**config.mk**
```make
export PLATFORM = sky130hd
export DESIGN_NAME = logic_result_stage
export DESIGN_NICKNAME = d
export VERILOG_FILES = /design/src/rtl/logic_result_stage.sv
export SDC_FILE = /design/constraint.sdc
export NUM_CORES = 1
export LEC_CHECK = 0
export CAP_MARGIN = 40
export CORE_UTILIZATION = 25
export CTS_CLUSTER_SIZE = 40
export DETAILED_ROUTE_END_ITERATION = 6
export PLACE_DENSITY = 0.48
export SLEW_MARGIN = 10
export SYNTH_ARGS = -nofsm -noshare
export SYNTH_HDL_FRONTEND = slang
export SYNTH_SLANG_ARGS = --single-unit
```
**constraint.sdc**
```tcl
create_clock -name clk -period 1.7 [get_ports clk]
set_clock_uncertainty 0.05 [all_clocks]
set_input_delay 0.17 -clock clk [delete_from_list [all_inputs] [get_ports clk]]
set_output_delay 0.17 -clock clk [all_outputs]
set_load 0.01 [all_outputs]
```
**src/rtl/logic_result_stage.sv**
```systemverilog
// logic_result_stage
//   Two-entry skid buffer that registers the result of the upstream logic
//   unit together with its op tag. A main register drives the outputs, and a
//   skid register absorbs one extra entry when downstream stalls.
//   in_ready comes straight from a flop, so there is no combinational path
//   from out_ready to in_ready.
//
//   Build option (macro):
//     LOGIC_RESULT_FLAGS_EN  defined   -> out_zero/out_msb are computed at
//                                         capture and stored in both entries.
//                            undefined -> out_zero/out_msb are tied to 0 and
//                                         no flag storage exists.
//
//   Handshake: a word moves across a port on a rising clk edge when both its
//   valid and ready are 1 at that edge. Once valid is raised it stays up, and
//   its payload stays unchanged, until the edge that transfers it.
//
//   dbg_state exposes the FSM state (0 EMPTY, 1 ONE, 2 FULL) so checkers can
//   bind to it.

module logic_result_stage #(
  parameter int N = 4
) (
  input  logic         clk,
  input  logic         rst_n,
  // upstream side
  input  logic         in_valid,
  output logic         in_ready,
  input  logic [N-1:0] in_result,
  input  logic [1:0]   in_op,
  // downstream side
  output logic         out_valid,
  input  logic         out_ready,
  output logic [N-1:0] out_result,
  output logic [1:0]   out_op,
  output logic         out_zero,
  output logic         out_msb,
  // debug
  output logic [1:0]   dbg_state
);

  typedef enum logic [1:0] {
    ST_EMPTY = 2'd0,
    ST_ONE   = 2'd1,
    ST_FULL  = 2'd2
  } state_e;

  state_e       state_q, state_d;
  logic         in_ready_q, in_ready_d;
  logic [N-1:0] main_res_q, main_res_d;
  logic [1:0]   main_op_q, main_op_d;
  logic [N-1:0] skid_res_q, skid_res_d;
  logic [1:0]   skid_op_q, skid_op_d;

  logic accept;
  logic consume;
  logic load_main_from_in;
  logic load_main_from_skid;
  logic load_skid_from_in;

  // A word moves in on accept and out on consume. The FULL check is
  // redundant with in_ready_q, but it keeps the FSM safe by construction.
  always_comb begin
    accept  = in_valid && in_ready_q && (state_q != ST_FULL);
    consume = (state_q != ST_EMPTY) && out_ready;
  end

  // Next-state logic and the load strobes for the data registers.
  always_comb begin
    state_d             = state_q;
    load_main_from_in   = 1'b0;
    load_main_from_skid = 1'b0;
    load_skid_from_in   = 1'b0;
    case (state_q)
      ST_EMPTY: begin
        if (accept) begin
          state_d           = ST_ONE;
          load_main_from_in = 1'b1;
        end
      end
      ST_ONE: begin
        if (accept && consume) begin
          // The head leaves and the new word replaces it on the same edge.
          state_d           = ST_ONE;
          load_main_from_in = 1'b1;
        end else if (accept) begin
          state_d           = ST_FULL;
          load_skid_from_in = 1'b1;
        end else if (consume) begin
          state_d = ST_EMPTY;
        end
      end
      ST_FULL: begin
        // Upstream is blocked here; only a consume can change anything.
        if (consume) begin
          state_d             = ST_ONE;
          load_main_from_skid = 1'b1;
        end
      end
      default: begin
        state_d = ST_EMPTY;
      end
    endcase
    // Ready for the next cycle is a pure function of the next state.
    in_ready_d = (state_d != ST_FULL);
  end

  // Data path: the registers hold their value unless a load strobe fires.
  always_comb begin
    main_res_d = main_res_q;
    main_op_d  = main_op_q;
    skid_res_d = skid_res_q;
    skid_op_d  = skid_op_q;
    if (load_main_from_in) begin
      main_res_d = in_result;
      main_op_d  = in_op;
    end else if (load_main_from_skid) begin
      main_res_d = skid_res_q;
      main_op_d  = skid_op_q;
    end
    if (load_skid_from_in) begin
      skid_res_d = in_result;
      skid_op_d  = in_op;
    end
  end

  // State, ready and payload registers with asynchronous clear.
  always_ff @(posedge clk or negedge rst_n) begin
    if (!rst_n) begin
      state_q    <= ST_EMPTY;
      in_ready_q <= 1'b0;
      main_res_q <= '0;
      main_op_q  <= 2'b00;
      skid_res_q <= '0;
      skid_op_q  <= 2'b00;
    end else begin
      state_q    <= state_d;
      in_ready_q <= in_ready_d;
      main_res_q <= main_res_d;
      main_op_q  <= main_op_d;
      skid_res_q <= skid_res_d;
      skid_op_q  <= skid_op_d;
    end
  end

`ifdef LOGIC_RESULT_FLAGS_EN
  logic in_zero;
  logic in_msb;
  logic main_zero_q, main_zero_d;
  logic main_msb_q, main_msb_d;
  logic skid_zero_q, skid_zero_d;
  logic skid_msb_q, skid_msb_d;

  // Flags are decoded from the incoming word and then travel with it.
  always_comb begin
    in_zero     = (in_result == '0);
    in_msb      = in_result[N-1];
    main_zero_d = main_zero_q;
    main_msb_d  = main_msb_q;
    skid_zero_d = skid_zero_q;
    skid_msb_d  = skid_msb_q;
    if (load_main_from_in) begin
      main_zero_d = in_zero;
      main_msb_d  = in_msb;
    end else if (load_main_from_skid) begin
      main_zero_d = skid_zero_q;
      main_msb_d  = skid_msb_q;
    end
    if (load_skid_from_in) begin
      skid_zero_d = in_zero;
      skid_msb_d  = in_msb;
    end
  end

  // Flag registers share the data path's load strobes.
  always_ff @(posedge clk or negedge rst_n) begin
    if (!rst_n) begin
      main_zero_q <= 1'b0;
      main_msb_q  <= 1'b0;
      skid_zero_q <= 1'b0;
      skid_msb_q  <= 1'b0;
    end else begin
      main_zero_q <= main_zero_d;
      main_msb_q  <= main_msb_d;
      skid_zero_q <= skid_zero_d;
      skid_msb_q  <= skid_msb_d;
    end
  end

  assign out_zero = main_zero_q;
  assign out_msb  = main_msb_q;
`else
  assign out_zero = 1'b0;
  assign out_msb  = 1'b0;
`endif

  assign in_ready   = in_ready_q;
  assign out_valid  = (state_q != ST_EMPTY);
  assign out_result = main_res_q;
  assign out_op     = main_op_q;
  assign dbg_state  = state_q;

endmodule

```
==> impl_results.md, run 1 <==
* Final Non-Filler Cells at 110
* Remaining Overflow, GRT at 0
* Worst VDD drop at 0.753 mV
* Fill cell count at 275
* Ys Warns at 0
* Tmin final at approximately 1.6 ns
* Crit share post-route at 0.913
* Leakage power at 0.457 nW
* Clock tree sinks at 15
* Clk root buf: clkbuf_4
* Most frequent CP cell: buf_4
* Setup TNS Final at 0 ns
* CTS tree: built
* DR DRC count at 0
* First-pass GRT wire length at 2260 um
* Starting Density at 0.264
* Fraction of registers with async set/reset at 1.00
* CP cell instances: buf_4 > buf_4 > nor3_4 > buf_12 > mux2_2
* Clock Latency Late Sink at 0.28 ns
* Antenna violations before repair at 0
* Critical Path Fanout Max at 8
* CORE AREA at around 2700 sq um
* Setup WS post-layout at 0.147 ns
* Multi-input gate area at 323 sq um
* Setup violators final at 0
* Nets@finish at 90
* Io pins at 22
* Fin. max-slew vios at 0
* Seq/Total Area, Yosys at 0.521
* Crit-path leading delay family: buffers and inverters
* CP Buf/Inv Count at 3
* Class of the worst hold path: input pin to asynchronous set/reset pin
* Most frequent cells in the layout: 18 x mux2_2, 18 x clkdlybuf4s50_1, 13 x dfrtp_1
* Syn Area/Cell at 14.1 sq um
* Post-route cell area at 1030 sq um
* Slowest stage delay, CP at 0.43 ns
* Synth Register Bits at 15
* Fmax achieved at 0.644 GHz
* Max Cap Viol at 0
* Share of layout cells above drive strength 1 at 0.456
* Worst-case clock buffer depth at 2
* Avg WL per Cell at 11.8 um
* Routed vias at 493
* Post-synth EDFFs at 0
* Post-Syn Area at 721 sq um
* R2r endpoint: skid_op_q[1]
* Run status: complete, no violations
* Number of buffers added on ports at 19
* DRT iter0 DRCs at 3
* Ant diodes at 0
* FF-to-FF path depth at 5
* Clock Pin Slew Worst Setup and Hold Paths at 0.09 ns
* Num rows at 19
* Critical Path RT at 1.82 ns
* Area growth syn-to-layout at 42.7%
* Cells after Synth at slightly above 50
* Setup Crit Path Kind: flop to flop
* Total routed wirelength at 1300 um
* Worst path slowest cell: dfrtp_2
* Largest net degree at the start of global routing at 16
* Cell taking the most area after synthesis: dfrtp_1
* Critical Path AT at around 1.7 ns
* R2R Setup Slk at 0.15 ns
* GRT Util Overall at 0.0946
* Via/cell ratio at ~4.5
* Netlist cell types at 16
* Placed cell count at 103
* Total CTS buffers at 3
* Crit end category: flop
* Routed Antenna Nets at 0
* Crit path launch type: flop
* Pwr Total at ~1.6 mW
* Unrepaired setup endpoints after global routing: false
* Final-report hold violation count at 0
* Ys flop type: dfrtp_1
* H-tree lvl count at 1
* Hold buffer count at CTS at 0
* Reg area at 378 sq um
* Worst R2R Start: dbg_state[1]
* Vias in the first global route at 513
* First drt pass iteration count at 2
* Die X at 55.7 um
* Post-Place Setup Slack at 0.0106 ns
* Die area at 3100 sq um
* Yosys top cell area share at 0.521
* Final Hold Slack at 0.140 ns
* Final core occ at 0.376
* Top cells by area, synth: dfrtp_1 52%, mux2_2 28%, buf_4 3.1%
* Height of the die at roughly 56 um
* Post-DP HPWL at 919 um
* PD cells at 1530 nW/um^2
* Dpl cell area at 973 sq um
* GP Congestion at 0.644
[cell usage after synthesis (2+ instances only)]
library cell,n
mux2_2,18
dfrtp_1,15
buf_4,3
nand2_1,2
or2_2,2
[where the power goes]
part           internal (mW)  leakage [nW]  total (mW)  switching (mW)
Clock                 0.0872        0.0177       0.197           0.110
Combinational          0.499         0.265       0.769           0.269
Sequential             0.529         0.174       0.612          0.0828
[routing by layer]
| metal | vias to the layer above | share of wire | global-route usage |
|---|---|---|---|
| li1 | 231 | - | - |
| met1 | 245 | 0.46 | 0.110 |
| met2 | 15 | 0.48 | 0.164 |
| met3 | 2 | 0.052 | 0.0372 |
| met4 | 0 | 0.0085 | 0.0214 |
| met5 | - | 0 | 0 |
[sequential cells by signal (all words and copies together), names as in the netlist]
name        cells
dbg_state       2
in_ready        1
out_op          2
out_result      4
skid_op_q       2
skid_res_q      4
[cell families after synthesis]
kind of cell | after synthesis | synth area share
compound gates | 2 | 0.0156
buf+inv | 4 | 0.0365
flops | 15 | 0.521
mux | 19 | 0.297
other cells | 1 | 0.00520
simple gates | 10 | 0.125
[worst max path at each step]
| stage | startpoint | to | slack [ns] | cells after the start |
|---|---|---|---|---|
| global route | dbg_state[1] | out_result[1] | 0.08 | 4 |
| global placement | out_ready | skid_res_q[0] | 0.02 | 5 |
| floorplan | dbg_state[0] | out_op[0] | 0.27 | 3 |
| detailed placement | out_ready | skid_op_q[1] | 0.01 | 5 |
| CTS | dbg_state[1] | out_valid | 0.005 | 2 |
| finish | dbg_state[1] | skid_op_q[1] | 0.15 | 5 |
[final cells by class]
| type | count | share of cell area |
|---|---|---|
| inverter | 1 | 0.00365 |
| clock buffer | 3 | 0.0219 |
| clock inverter | 1 | 0.00487 |
| timing repair buffer | 26 | 0.251 |
| sequential | 15 | 0.367 |
| multi-input combinational | 33 | 0.314 |
| tap | 31 | 0.0377 |
[what timing repair did]
| action | CTS | global route |
|---|---|---|
| gates resized for setup | 2 | 1 |
| endpoints found under the hold margin | 0 | 0 |
| setup buffers | 3 | 0 |
| setup endpoints to repair | 1 | 1 |
Power figures use the tool's default switching activity.
==> run 2, diff against run 1 <==
clock period = 1.5 ns   (was 1.7 ns; I/O delays follow)
==> run 2 against run 1 <==
  * Combinational power up 23%
  * Via count is 2.4% higher
  * First-iteration DRC count is 130% higher
  * Die area did not move
  * Global-route usage increased by 0.32 points
  * Critical path depth is 1 lower
  * Wire length grew 7.5%
  * Worst setup slack got worse by 0.14 ns
  * Utilization grew 1.3 points
  * Highest routed layer unchanged
==> impl_results.md, run 2 (synthesis results as in run 1) <==
* Total CTS buffers at 3 (unchanged)
* Routed Antenna Nets at 0 (unchanged)
* Total routed wirelength at 1400 um (was 1300 um)
* Clock tree sinks at 15 (unchanged)
* GP Congestion at 0.717 (was 0.644)
* R2R Setup Slk at 0.01 ns (was 0.15 ns)
* Leakage power at 0.478 nW (was 0.457 nW)
* Most common cell after layout, fill and taps aside: mux2_2
* CORE AREA at 2730 sq um (unchanged)
* Most frequent cells in the layout: 17 x mux2_2, 16 x clkdlybuf4s50_1, 13 x dfrtp_1 (was 18 x mux2_2, 18 x clkdlybuf4s50_1, 13 x dfrtp_1)
* Max Cap Viol at 0 (unchanged)
* Setup Crit Path Kind: flop to flop (unchanged)
* Tmin final at 1.49 ns (was 1.55 ns)
* Setup WS post-layout at 0.0108 ns (was 0.147 ns)
* Run status: complete, no violations (unchanged)
* Avg WL per Cell at 12.5 um (was 11.8 um)
* Vias in the first global route at 507 (was 513)
* Remaining Overflow, GRT at 0 (unchanged)
* Die X at 55.7 um (unchanged)
* Routed vias at 505 (was 493)
* Setup TNS Final at 0 ns (unchanged)
* Clk root buf: clkbuf_4 (unchanged)
* H-tree lvl count at 1 (unchanged)
* Final-report hold violation count at 0 (unchanged)
* Class of the worst hold path: input pin to asynchronous set/reset pin (unchanged)
* Fmax achieved at 0.672 GHz (was 0.644 GHz)
* Share of layout cells above drive strength 1 at 0.469 (was 0.456)
* GRT Util Overall at 0.0979 (was 0.0946)
* DR DRC count at 0 (unchanged)
* Height of the die at 55.7 um (unchanged)
* Crit path launch type: flop (unchanged)
* Dpl cell area at 1000 sq um (was 973 sq um)
* Setup violators final at 0 (unchanged)
* Placed cell count at 105 (was 103)
* Clock Latency Late Sink at 0.27 ns (was 0.28 ns)
* Die area at 3100 sq um (unchanged)
* Post-Place Setup Slack at -0.172 ns (was 0.0106 ns)
* Final Non-Filler Cells at 112 (was 110)
* Nets@finish at 92 (was 90)
* Worst-case clock buffer depth at 2 (unchanged)
* Crit share post-route at 0.993 (was 0.913)
* Clock Pin Slew Worst Setup and Hold Paths at 0.08 ns (was 0.09 ns)
* Post-route cell area at 1060 sq um (was 1030 sq um)
* Number of buffers added on ports at 19 (unchanged)
* Largest net degree at the start of global routing at 16 (unchanged)
* Fill cell count at 281 (was 275)
* Starting Density at 0.264 (unchanged)
* Via/cell ratio at 4.51 (was 4.48)
* Antenna violations before repair at 0 (unchanged)
* Crit end category: flop (unchanged)
* Critical Path Fanout Max at 6 (was 8)
* Unrepaired setup endpoints after global routing: true (was false)
* First-pass GRT wire length at 2270 um (was 2260 um)
* Final Hold Slack at 0.130 ns (was 0.140 ns)
* First drt pass iteration count at 2 (unchanged)
* Post-DP HPWL at 954 um (was 919 um)
* PD cells at 1760 nW/um^2 (was 1530 nW/um^2)
* Area growth syn-to-layout at 47.7% (was 42.7%)
* Fin. max-slew vios at 0 (unchanged)
* Num rows at 19 (unchanged)
* Ant diodes at 0 (unchanged)
* Worst VDD drop at 0.842 mV (was 0.753 mV)
* Io pins at 22 (unchanged)
* Critical Path AT at 1.60 ns (was 1.67 ns)
* Critical Path RT at 1.61 ns (was 1.82 ns)
* DRT iter0 DRCs at 7 (was 3)
* CTS tree: built (unchanged)
==> run 2: changes by cell type in the layout (fill, tap and decap cells not counted), sizes merged <==
cell	before	now
clkdlybuf4s50	18	16
dlymetal6s2s	1	0
dlygate4sd2	0	2
clkinv	1	0
clkdlybuf4s15	0	1
clkbuf	3	4
buf	7	9
==> run 2: path summary, 6_finish.rpt <==
check | to | cells after the start | from
setup / recovery | out_result[2] | 4 | dbg_state[0]
hold / removal | out_result[0] | 2 | rst_n
setup reg to reg | out_result[2] | 4 | dbg_state[0]
hold reg to reg | skid_res_q[0] | 1 | skid_res_q[0]
max in group asynchronous | dbg_state[0] | 2 | rst_n
min in group clk | out_op[0] | 2 | in_op[0]
==> run 2: worst max-delay path, cell delays in order (launching register included) <==
cell and delay [ns]:
dfrtp_2 0.42, buf_6 0.13, nand3b_4 0.21, mux2_4 0.33, mux2_4 0.25
==> run 2: metal layers <==
| layer | part of all wire | track usage | vias up |
|---|---|---|---|
| met5 | 0 | 0 | - |
| met3 | 0.051 | 0.0256 | 4 |
| met4 | 0.016 | 0.0643 | 0 |
| met1 | 0.44 | 0.114 | 251 |
| li1 | - | - | 235 |
| met2 | 0.49 | 0.158 | 15 |
==> run 2: report_power, final <==
part           internal [mW]  leakage (nW)  switching, mW
sequential             0.600         0.174          0.103
clock                  0.103        0.0150          0.118
combinational          0.626         0.289          0.322
==> run 2: cell type report <==
class | instances | area, sq um | share of cell area
Sequential cell | 15 | 378 | 0.355
Clock buffer | 4 | 26.3 | 0.0247
Multi-Input combinational cell | 33 | 330 | 0.310
Tap cell | 31 | 38.8 | 0.0364
Timing Repair Buffer | 28 | 288 | 0.270
Inverter | 1 | 3.75 | 0.00353
==> run 2: repair_timing <==
item                       4_1_cts  5_1_grt
setup endpoints to repair        3        7
setup buffers                    2        1
hold buffers                     0        0
gates resized for setup          5        5
==> run 2: stage by stage <==
stage                     power [mW]   util
final                           1.87  0.389
after global routing            2.02  0.389
after CTS                       1.83  0.381
after detailed placement        1.59  0.366
after global placement          1.58  0.366
after floorplan                 1.16      -
